[config.mk]
export PLATFORM = sky130hd
export DESIGN_NAME = digtal_buffer_arbiter
export DESIGN_NICKNAME = d
export VERILOG_FILES = /design/src/rtl/digtal_pkg.sv /design/src/rtl/digtal_wr_arbiter.sv /design/src/rtl/digtal_buffer_arbiter.sv
export SDC_FILE = /design/constraint.sdc
export NUM_CORES = 1
export LEC_CHECK = 0
export ABC_CLOCK_PERIOD_IN_PS = 4650
export BUFFER_PORTS_ARGS = -buffer_cell sky130_fd_sc_hd__buf_2
export CORE_MARGIN = 4
export CORE_UTILIZATION = 35
export CTS_CLUSTER_DIAMETER = 150
export CTS_CLUSTER_SIZE = 28
export DETAILED_ROUTE_END_ITERATION = 6
export SLEW_MARGIN = 25
export SYNTH_ARGS = -nofsm -noshare
export SYNTH_HDL_FRONTEND = slang
export SYNTH_SLANG_ARGS = --single-unit
[constraint.sdc]
create_clock -name Clock_29491200Hz -period 4.65 [get_ports Clock_29491200Hz]
set_input_delay 0.2325 -clock Clock_29491200Hz [delete_from_list [all_inputs] [get_ports Clock_29491200Hz]]
set_output_delay 0.2325 -clock Clock_29491200Hz [all_outputs]
set_load 0.02 [all_outputs]
[src/rtl/digtal_pkg.sv]
// Shared types and constants for the dual-channel buffer arbiter.
// Read FSM states, default sync word and fill byte.
package digtal_pkg;

  typedef enum logic [1:0] {
    RD_IDLE,
    RD_HEAD,
    RD_PAY,
    RD_PWAIT
  } rd_state_e;

  localparam logic [63:0] SYNC_WORD = 64'hEB9090EBEB9090EB;
  localparam logic [7:0]  FILL_DEF  = 8'h55;

  function automatic logic [7:0] hdr_byte(
    input logic [63:0] w,
    input logic [2:0]  idx
  );
    logic [63:0] s;
    s = w << {idx, 3'b000};
    return s[63:56];
  endfunction

endpackage

[src/rtl/digtal_wr_arbiter.sv]
// Two 1-entry holding registers, round-robin RAM write grant, write pointer.
// DIGTAL_OVF_COUNT_EN adds a saturating dropped-byte counter.
module digtal_wr_arbiter
  import digtal_pkg::*;
#(
  parameter int ADDR_W = 12
) (
  input  logic              clk_i,
  input  logic              rst_i,
  input  logic              rd_a_i,
  input  logic [7:0]        data_a_i,
  input  logic              rd_b_i,
  input  logic [7:0]        data_b_i,
  input  logic              full_i,
  output logic              wr_en_o,
  output logic [7:0]        wr_data_o,
  output logic [ADDR_W-1:0] wr_addr_o,
  output logic              overflow_o
`ifdef DIGTAL_OVF_COUNT_EN
  ,
  output logic [15:0]       ovf_count_o
`endif
);

  logic              va_q, va_d;
  logic              vb_q, vb_d;
  logic [7:0]        da_q, da_d;
  logic [7:0]        db_q, db_d;
  logic              prio_b_q, prio_b_d;
  logic [ADDR_W-1:0] wptr_q, wptr_d;
  logic              ovf_q, ovf_d;
  logic              gnt_a, gnt_b;
  logic              drop_a, drop_b;

  always_comb begin
    gnt_a    = ~full_i & va_q & (~vb_q | ~prio_b_q);
    gnt_b    = ~full_i & vb_q & (~va_q | prio_b_q);
    // a register being written this cycle can take a new byte
    drop_a   = rd_a_i & va_q & ~gnt_a;
    drop_b   = rd_b_i & vb_q & ~gnt_b;
    va_d     = va_q & ~gnt_a;
    vb_d     = vb_q & ~gnt_b;
    da_d     = da_q;
    db_d     = db_q;
    if (rd_a_i && !drop_a) begin
      va_d = 1'b1;
      da_d = data_a_i;
    end
    if (rd_b_i && !drop_b) begin
      vb_d = 1'b1;
      db_d = data_b_i;
    end
    prio_b_d = prio_b_q;
    if (va_q && vb_q && !full_i) prio_b_d = ~prio_b_q;
    wptr_d   = wptr_q + ADDR_W'(gnt_a | gnt_b);
    ovf_d    = ovf_q | drop_a | drop_b;
  end

  always_ff @(posedge clk_i) begin
    if (rst_i) begin
      va_q     <= 1'b0;
      vb_q     <= 1'b0;
      da_q     <= '0;
      db_q     <= '0;
      prio_b_q <= 1'b0;
      wptr_q   <= '0;
      ovf_q    <= 1'b0;
    end else begin
      va_q     <= va_d;
      vb_q     <= vb_d;
      da_q     <= da_d;
      db_q     <= db_d;
      prio_b_q <= prio_b_d;
      wptr_q   <= wptr_d;
      ovf_q    <= ovf_d;
    end
  end

  assign wr_en_o    = gnt_a | gnt_b;
  assign wr_data_o  = gnt_b ? db_q : da_q;
  assign wr_addr_o  = wptr_q;
  assign overflow_o = ovf_q;

`ifdef DIGTAL_OVF_COUNT_EN
  logic [15:0] cnt_q, cnt_d;
  logic [16:0] sum;

  always_comb begin
    sum   = {1'b0, cnt_q} + {16'd0, drop_a} + {16'd0, drop_b};
    cnt_d = sum[16] ? 16'hFFFF : sum[15:0];
  end

  always_ff @(posedge clk_i) begin
    if (rst_i) cnt_q <= '0;
    else       cnt_q <= cnt_d;
  end

  assign ovf_count_o = cnt_q;
`endif

endmodule

[src/rtl/digtal_buffer_arbiter.sv]
// Ring buffer shared by two byte streams with CS-triggered framed readout.
// DIGTAL_OVF_COUNT_EN adds the Ovf_Count output.
module digtal_buffer_arbiter
  import digtal_pkg::*;
#(
  parameter int          ADDR_W    = 12,
  parameter int          FRAME_LEN = 64,
  parameter int          INS_LEN   = 4,
  parameter logic [63:0] INS_WORD  = SYNC_WORD,
  parameter logic [7:0]  FILL_BYTE = FILL_DEF
) (
  input  logic              Clock_29491200Hz,
  input  logic              Reset,
  input  logic              RD_A,
  input  logic              RD_B,
  input  logic [7:0]        Rx_Data_A,
  input  logic [7:0]        Rx_Data_B,
  input  logic              CS,
  output logic [7:0]        RAM_Data_In,
  output logic [ADDR_W-1:0] RAM_WRADD,
  output logic [ADDR_W-1:0] RAM_RDADD,
  output logic              RAM_WREN,
  output logic              RAM_RDEN,
  input  logic [7:0]        RAM_Q,
  output logic [7:0]        Out_Data,
  output logic              Out_Valid,
  input  logic              Out_Ready,
  output logic              Frame_Active,
  output logic [ADDR_W:0]   Fill_Level,
  output logic              Overflow
`ifdef DIGTAL_OVF_COUNT_EN
  ,
  output logic [15:0]       Ovf_Count
`endif
);

  localparam int            CW       = ADDR_W + 1;
  localparam int            DEPTH    = 1 << ADDR_W;
  localparam logic [CW-1:0] FULL_LVL = CW'(DEPTH);
  localparam logic [CW-1:0] FLEN     = CW'(FRAME_LEN);
  localparam logic [2:0]    HLAST    = 3'(INS_LEN - 1);

  rd_state_e         state_q, state_d;
  logic [2:0]        idx_q, idx_d;
  logic [CW-1:0]     cnt_q, cnt_d;
  logic [CW-1:0]     fill_q, fill_d;
  logic [ADDR_W-1:0] rptr_q, rptr_d;
  logic [7:0]        od_q, od_d;
  logic              ov_q, ov_d;
  logic              cs_q, cs_prev_q;
  logic              cs_rise, free, rd_issue, wr_en;

  digtal_wr_arbiter #(.ADDR_W(ADDR_W)) u_wr (
    .clk_i      (Clock_29491200Hz),
    .rst_i      (Reset),
    .rd_a_i     (RD_A),
    .data_a_i   (Rx_Data_A),
    .rd_b_i     (RD_B),
    .data_b_i   (Rx_Data_B),
    .full_i     (fill_q == FULL_LVL),
    .wr_en_o    (wr_en),
    .wr_data_o  (RAM_Data_In),
    .wr_addr_o  (RAM_WRADD),
    .overflow_o (Overflow)
`ifdef DIGTAL_OVF_COUNT_EN
    ,
    .ovf_count_o(Ovf_Count)
`endif
  );

  always_comb begin
    cs_rise  = cs_q & ~cs_prev_q;
    free     = ~ov_q | Out_Ready;
    rd_issue = 1'b0;
    state_d  = state_q;
    idx_d    = idx_q;
    cnt_d    = cnt_q;
    od_d     = od_q;
    ov_d     = ov_q & ~Out_Ready;
    unique case (state_q)
      RD_IDLE: begin
        if (cs_rise) begin
          state_d = RD_HEAD;
          idx_d   = '0;
        end
      end
      RD_HEAD: begin
        if (free) begin
          od_d  = hdr_byte(INS_WORD, idx_q);
          ov_d  = 1'b1;
          idx_d = idx_q + 3'd1;
          if (idx_q == HLAST) begin
            state_d = RD_PAY;
            cnt_d   = '0;
          end
        end
      end
      RD_PAY: begin
        if (cnt_q == FLEN) begin
          if (free) state_d = RD_IDLE;
        end else if (free) begin
          if (fill_q != '0) begin
            rd_issue = 1'b1;
            state_d  = RD_PWAIT;
          end else begin
            od_d  = FILL_BYTE;
            ov_d  = 1'b1;
            cnt_d = cnt_q + CW'(1);
          end
        end
      end
      RD_PWAIT: begin
        od_d    = RAM_Q;
        ov_d    = 1'b1;
        cnt_d   = cnt_q + CW'(1);
        state_d = RD_PAY;
      end
      default: state_d = RD_IDLE;
    endcase
    rptr_d = rptr_q + ADDR_W'(rd_issue);
    fill_d = fill_q + CW'(wr_en) - CW'(rd_issue);
  end

  always_ff @(posedge Clock_29491200Hz) begin
    if (Reset) begin
      state_q   <= RD_IDLE;
      idx_q     <= '0;
      cnt_q     <= '0;
      fill_q    <= '0;
      rptr_q    <= '0;
      od_q      <= '0;
      ov_q      <= 1'b0;
      cs_q      <= 1'b0;
      cs_prev_q <= 1'b0;
    end else begin
      state_q   <= state_d;
      idx_q     <= idx_d;
      cnt_q     <= cnt_d;
      fill_q    <= fill_d;
      rptr_q    <= rptr_d;
      od_q      <= od_d;
      ov_q      <= ov_d;
      cs_q      <= CS;
      cs_prev_q <= cs_q;
    end
  end

  assign RAM_WREN     = wr_en;
  assign RAM_RDEN     = rd_issue;
  assign RAM_RDADD    = rptr_q;
  assign Out_Data     = od_q;
  assign Out_Valid    = ov_q;
  assign Frame_Active = (state_q != RD_IDLE);
  assign Fill_Level   = fill_q;

endmodule
==> impl_metrics.xml <==
<?xml version="1.0" encoding="UTF-8"?>
<metrics>
  <group name="logic_synthesis">
    <metric name="yosys-top-cells-area" unit="">sky130_fd_sc_hd__dfxtp_1 (39%), sky130_fd_sc_hd__ha_1 (6.9%), sky130_fd_sc_hd__nor2_1 (5.7%)</metric>
    <metric name="post_synth_instance_area" unit="sq um">4370</metric>
    <metric name="mapped_cells" unit="">514</metric>
    <metric name="post_synth_edffs" unit="">0</metric>
    <metric name="synth_cell_type_count" unit="">53</metric>
    <metric name="synth_flop_cell" unit="">sky130_fd_sc_hd__dfxtp_1</metric>
    <metric name="ys_seq_area_share" unit="%">39.4</metric>
    <metric name="synth_area_per_cell" unit="sq um">8.50</metric>
    <metric name="synth_seq_cells" unit="">86</metric>
    <metric name="post-synth-top-area-cell" unit="">sky130_fd_sc_hd__dfxtp_1</metric>
    <metric name="synthDominantCellAreaShare" unit="%">39.4</metric>
    <metric name="synthesis.nets" unit="">569</metric>
    <metric name="synth-warning-count" unit="">0</metric>
    <metric name="async_reset_ff_share" unit="%">0</metric>
  </group>
  <group name="clock_tree">
    <metric name="clk_pin_slew_worst_paths" unit="ps">60</metric>
    <metric name="cts.repair_timing.setup_buffer_count" unit="">0</metric>
    <metric name="clock_tree.root_cell" unit="">sky130_fd_sc_hd__clkbuf_16</metric>
    <metric name="cts_tree" unit="">yes</metric>
    <metric name="cts-buffers-inserted" unit="">9</metric>
    <metric name="max-clock-path-buffers" unit="">2</metric>
    <metric name="ctsResizeCount" unit="">0</metric>
    <metric name="tritoncts_num_sinks" unit="">86</metric>
    <metric name="post_cts_hold_buffer_count" unit="">0</metric>
    <metric name="cts_max_level" unit="">3</metric>
    <metric name="clkLatencyLatePin" unit="ps">340</metric>
  </group>
  <group name="sta">
    <metric name="timing.final.crit_share" unit="%">84.4</metric>
    <metric name="final.min_clock_period" unit="ps">3920</metric>
    <metric name="rsz_0062_raised_after_global_routing" unit="">false</metric>
    <metric name="hold_viol" unit="">0</metric>
    <metric name="timing.clock.skew" unit="ps">7.21</metric>
    <metric name="maxClockFrequency" unit="MHz">255</metric>
    <metric name="timing.max_slew.rel_slack" unit="%">39.8</metric>
    <metric name="report.final.slew_viol_count" unit="">0</metric>
    <metric name="setup-tns-final" unit="ps">0</metric>
    <metric name="setup_ws" unit="ps">726</metric>
    <metric name="tightest_pin_transition" unit="ps">895</metric>
    <metric name="timing.final.setup_violations" unit="">0</metric>
  </group>
  <group name="die">
    <metric name="die_area" unit="sq um">14300</metric>
    <metric name="die-width" unit="um">120</metric>
    <metric name="die_h" unit="um">120</metric>
    <metric name="floorplan.initialDensity" unit="%">36.1</metric>
    <metric name="std_cell_rows" unit="">40</metric>
    <metric name="coreArea" unit="sq um">12100</metric>
    <metric name="num_io_pins" unit="">88</metric>
  </group>
  <group name="finish">
    <metric name="area.growth.synth_to_final" unit="%">20.6</metric>
    <metric name="layout.area.seq" unit="sq um">1720</metric>
    <metric name="antennaDiodeCount" unit="">0</metric>
    <metric name="num-nets-final" unit="">649</metric>
    <metric name="fillerInstances" unit="">1242</metric>
    <metric name="multi_input_comb_area" unit="sq um">2470</metric>
    <metric name="drive_above_1_share" unit="%">20.4</metric>
    <metric name="leading_cell_types_in_the_layout_fill_and_taps_excluded" unit="">sky130_fd_sc_hd__buf_2 (87), sky130_fd_sc_hd__dfxtp_1 (86), sky130_fd_sc_hd__nor2_1 (66)</metric>
    <metric name="layout.cells.most_common" unit="">sky130_fd_sc_hd__buf_2</metric>
    <metric name="final-instance-count-excl-fill" unit="">767</metric>
  </group>
  <group name="global_routing">
    <metric name="wire_length_of_the_first_global_routing_pass" unit="um">17400</metric>
    <metric name="grt_busiest_layer" unit="">met2</metric>
    <metric name="grt_use_met3" unit="%">3.58</metric>
    <metric name="maximum_number_of_pins_on_one_net_before_global_route_repair" unit="">47</metric>
    <metric name="groute.layer.met1.usage" unit="%">18.2</metric>
    <metric name="grt_pass1_vias" unit="">3714</metric>
    <metric name="grtUsageTotal" unit="%">14.7</metric>
    <metric name="globalRoute.totalOverflow" unit="">0</metric>
    <metric name="global_route.usage.met2" unit="%">25.1</metric>
    <metric name="grt_antenna_before_repair" unit="">0</metric>
  </group>
  <group name="critical_path">
    <metric name="start_kind" unit="">flip-flop</metric>
    <metric name="timing.critical_path.to_type" unit="">flip-flop</metric>
    <metric name="criticalPathCategory" unit="">flip-flop to flip-flop</metric>
    <metric name="crit_arrival" unit="ps">4150</metric>
    <metric name="path_max_fanout" unit="">9</metric>
    <metric name="cp.required" unit="ps">4870</metric>
  </group>
  <group name="routing">
    <metric name="via_count" unit="">3855</metric>
    <metric name="routed_via_density" unit="">5.03</metric>
    <metric name="first_iter_violations" unit="">188</metric>
    <metric name="detailedRoute.firstPassIterationCount" unit="">4</metric>
    <metric name="detail_route.drc_violations" unit="">0</metric>
    <metric name="route.detailed.wl_per_inst" unit="um">13.6</metric>
    <metric name="final_antenna_net_count" unit="">0</metric>
    <metric name="wirelength" unit="um">10400</metric>
  </group>
  <group name="status">
    <metric name="run_status" unit="">finished, final reports clean</metric>
  </group>
  <group name="power">
    <metric name="power.sequential.fraction" unit="%">34.3</metric>
    <metric name="share_clk_of_total_power" unit="%">29.7</metric>
    <metric name="power.share.switching" unit="%">34.6</metric>
    <metric name="maximum_ir_drop_on_the_vdd_rail" unit="mV">0.355</metric>
    <metric name="cell_internal_pwr" unit="mW">1.63</metric>
    <metric name="pwr_density_cell" unit="nW/um^2">474</metric>
    <metric name="share_comb_of_total_power" unit="%">36.0</metric>
    <metric name="power_switching" unit="mW">0.863</metric>
    <metric name="power.static_leakage" unit="nW">2.26</metric>
  </group>
  <group name="placed_design">
    <metric name="dp_hpwl" unit="um">7730</metric>
    <metric name="place_ws" unit="ps">754</metric>
    <metric name="placedCellCount" unit="">751</metric>
    <metric name="numPortBuffers" unit="">87</metric>
    <metric name="gp_congestion" unit="">0.852</metric>
  </group>
  <group name="flow_run">
    <metric name="drv_cap" unit="">0</metric>
  </group>
  <group name="hold_path">
    <metric name="timing.hold.worst.class" unit="">input pin to flip-flop</metric>
  </group>
</metrics>
[metrics by stage]
step	hold slack (ps)	util (%)	power [mW]	instance area, sq um
2_1_floorplan	350	-	1.56	4370
3_3_place_gp	439	41.0	1.76	4960
3_5_place_dp	444	41.0	1.77	4960
4_1_cts	122	43.5	2.53	5270
5_1_grt	121	43.5	2.66	5270
6_report	134	43.5	2.50	5270
[worst max-delay path, cell delays in order (launching register included)]
cell and delay, ps:
sky130_fd_sc_hd__dfxtp_1 350, sky130_fd_sc_hd__inv_1 80, sky130_fd_sc_hd__ha_1 130, sky130_fd_sc_hd__nor4b_1 320
sky130_fd_sc_hd__nand3_1 370, sky130_fd_sc_hd__nand4_1 360, sky130_fd_sc_hd__or2_2 190, sky130_fd_sc_hd__nand2_1 60
sky130_fd_sc_hd__ha_1 210, sky130_fd_sc_hd__inv_1 80, sky130_fd_sc_hd__fa_1 170, sky130_fd_sc_hd__nor2b_1 70
sky130_fd_sc_hd__o311ai_0 600, sky130_fd_sc_hd__a21oi_1 240, sky130_fd_sc_hd__o221ai_1 230, sky130_fd_sc_hd__mux2_2 350
[logic make-up after synthesis]
logic type	share of synthesized area, %
simple gates	24.0
compound gates	13.8
flops	39.4
buf+inv	4.15
mux	6.90
fa+ha+maj	7.33
xor+xnor	4.41
[sequential cells by signal (all words and copies together), names as in the netlist, 2 cells and up]
| name | count |
|---|---|
| idx_q | 3 |
| u_wr.wr_addr_o | 12 |
| Fill_Level | 13 |
| cnt_q | 13 |
| state_q | 2 |
| u_wr.da_q | 8 |
| Out_Data | 8 |
| RAM_RDADD | 12 |
| u_wr.db_q | 8 |
[power groups by stage]
stage                     clock network [mW]  registers (mW)  logic, mW
after floorplan                            0           0.922      0.634
after global routing                   0.797           0.867       1.00
after global placement                     0           0.869      0.891
after CTS                              0.766           0.857      0.906
after detailed placement                   0           0.873      0.897
final                                  0.742           0.856      0.900
[final timing paths]
path                             from                   endpoint  slack, ps  depth (start not counted)
min reg2reg  Out_Data[4]$_SDFFE_PP0P_   Out_Data[4]$_SDFFE_PP0P_        450                          2
max             cnt_q[0]$_SDFFE_PP0P_  Fill_Level[10]$_SDFF_PP0_        730                         15
max reg2reg     cnt_q[0]$_SDFFE_PP0P_  Fill_Level[10]$_SDFF_PP0_        730                         15
min                      Rx_Data_A[0]  u_wr.da_q[0]$_SDFFE_PP0P_        130                          3
[area by class of cell]
cell class / instances / share of cell area, %
Timing Repair Buffer: 91 / 8.83
Tap cell: 168 / 3.99
Multi-Input combinational cell: 380 / 46.8
Inverter: 26 / 1.85
Clock buffer: 11 / 4.80
Clock inverter: 5 / 1.07
Sequential cell: 86 / 32.7
[synth_stat cells, drive strengths merged (3+ instances only)]
cell and n:
o21bai 3, a21oi 30, buf 6, clkbuf 16
mux2i 20, or4 5, nor3 12, a31oi 8
o21ai 20, xnor2 10, a211oi 5, ha 24
nand3 20, inv 26, or3 14, nor3b 3
nand2 41, mux2 9, xor2 12, o31ai 4
or2 3, and3 7, o211ai 4, nand4 9
nor2 66, nand2b 6, nor2b 12, dfxtp 86
[layer usage]
metal	wire length, um	up-vias	part of all wire [%]
met3	478	14	4.6
li1	-	1975	-
met2	5040	86	48
met4	161	0	1.5
met5	0	-	0
met1	4760	1780	46
(Power assumes the default switching activity.)
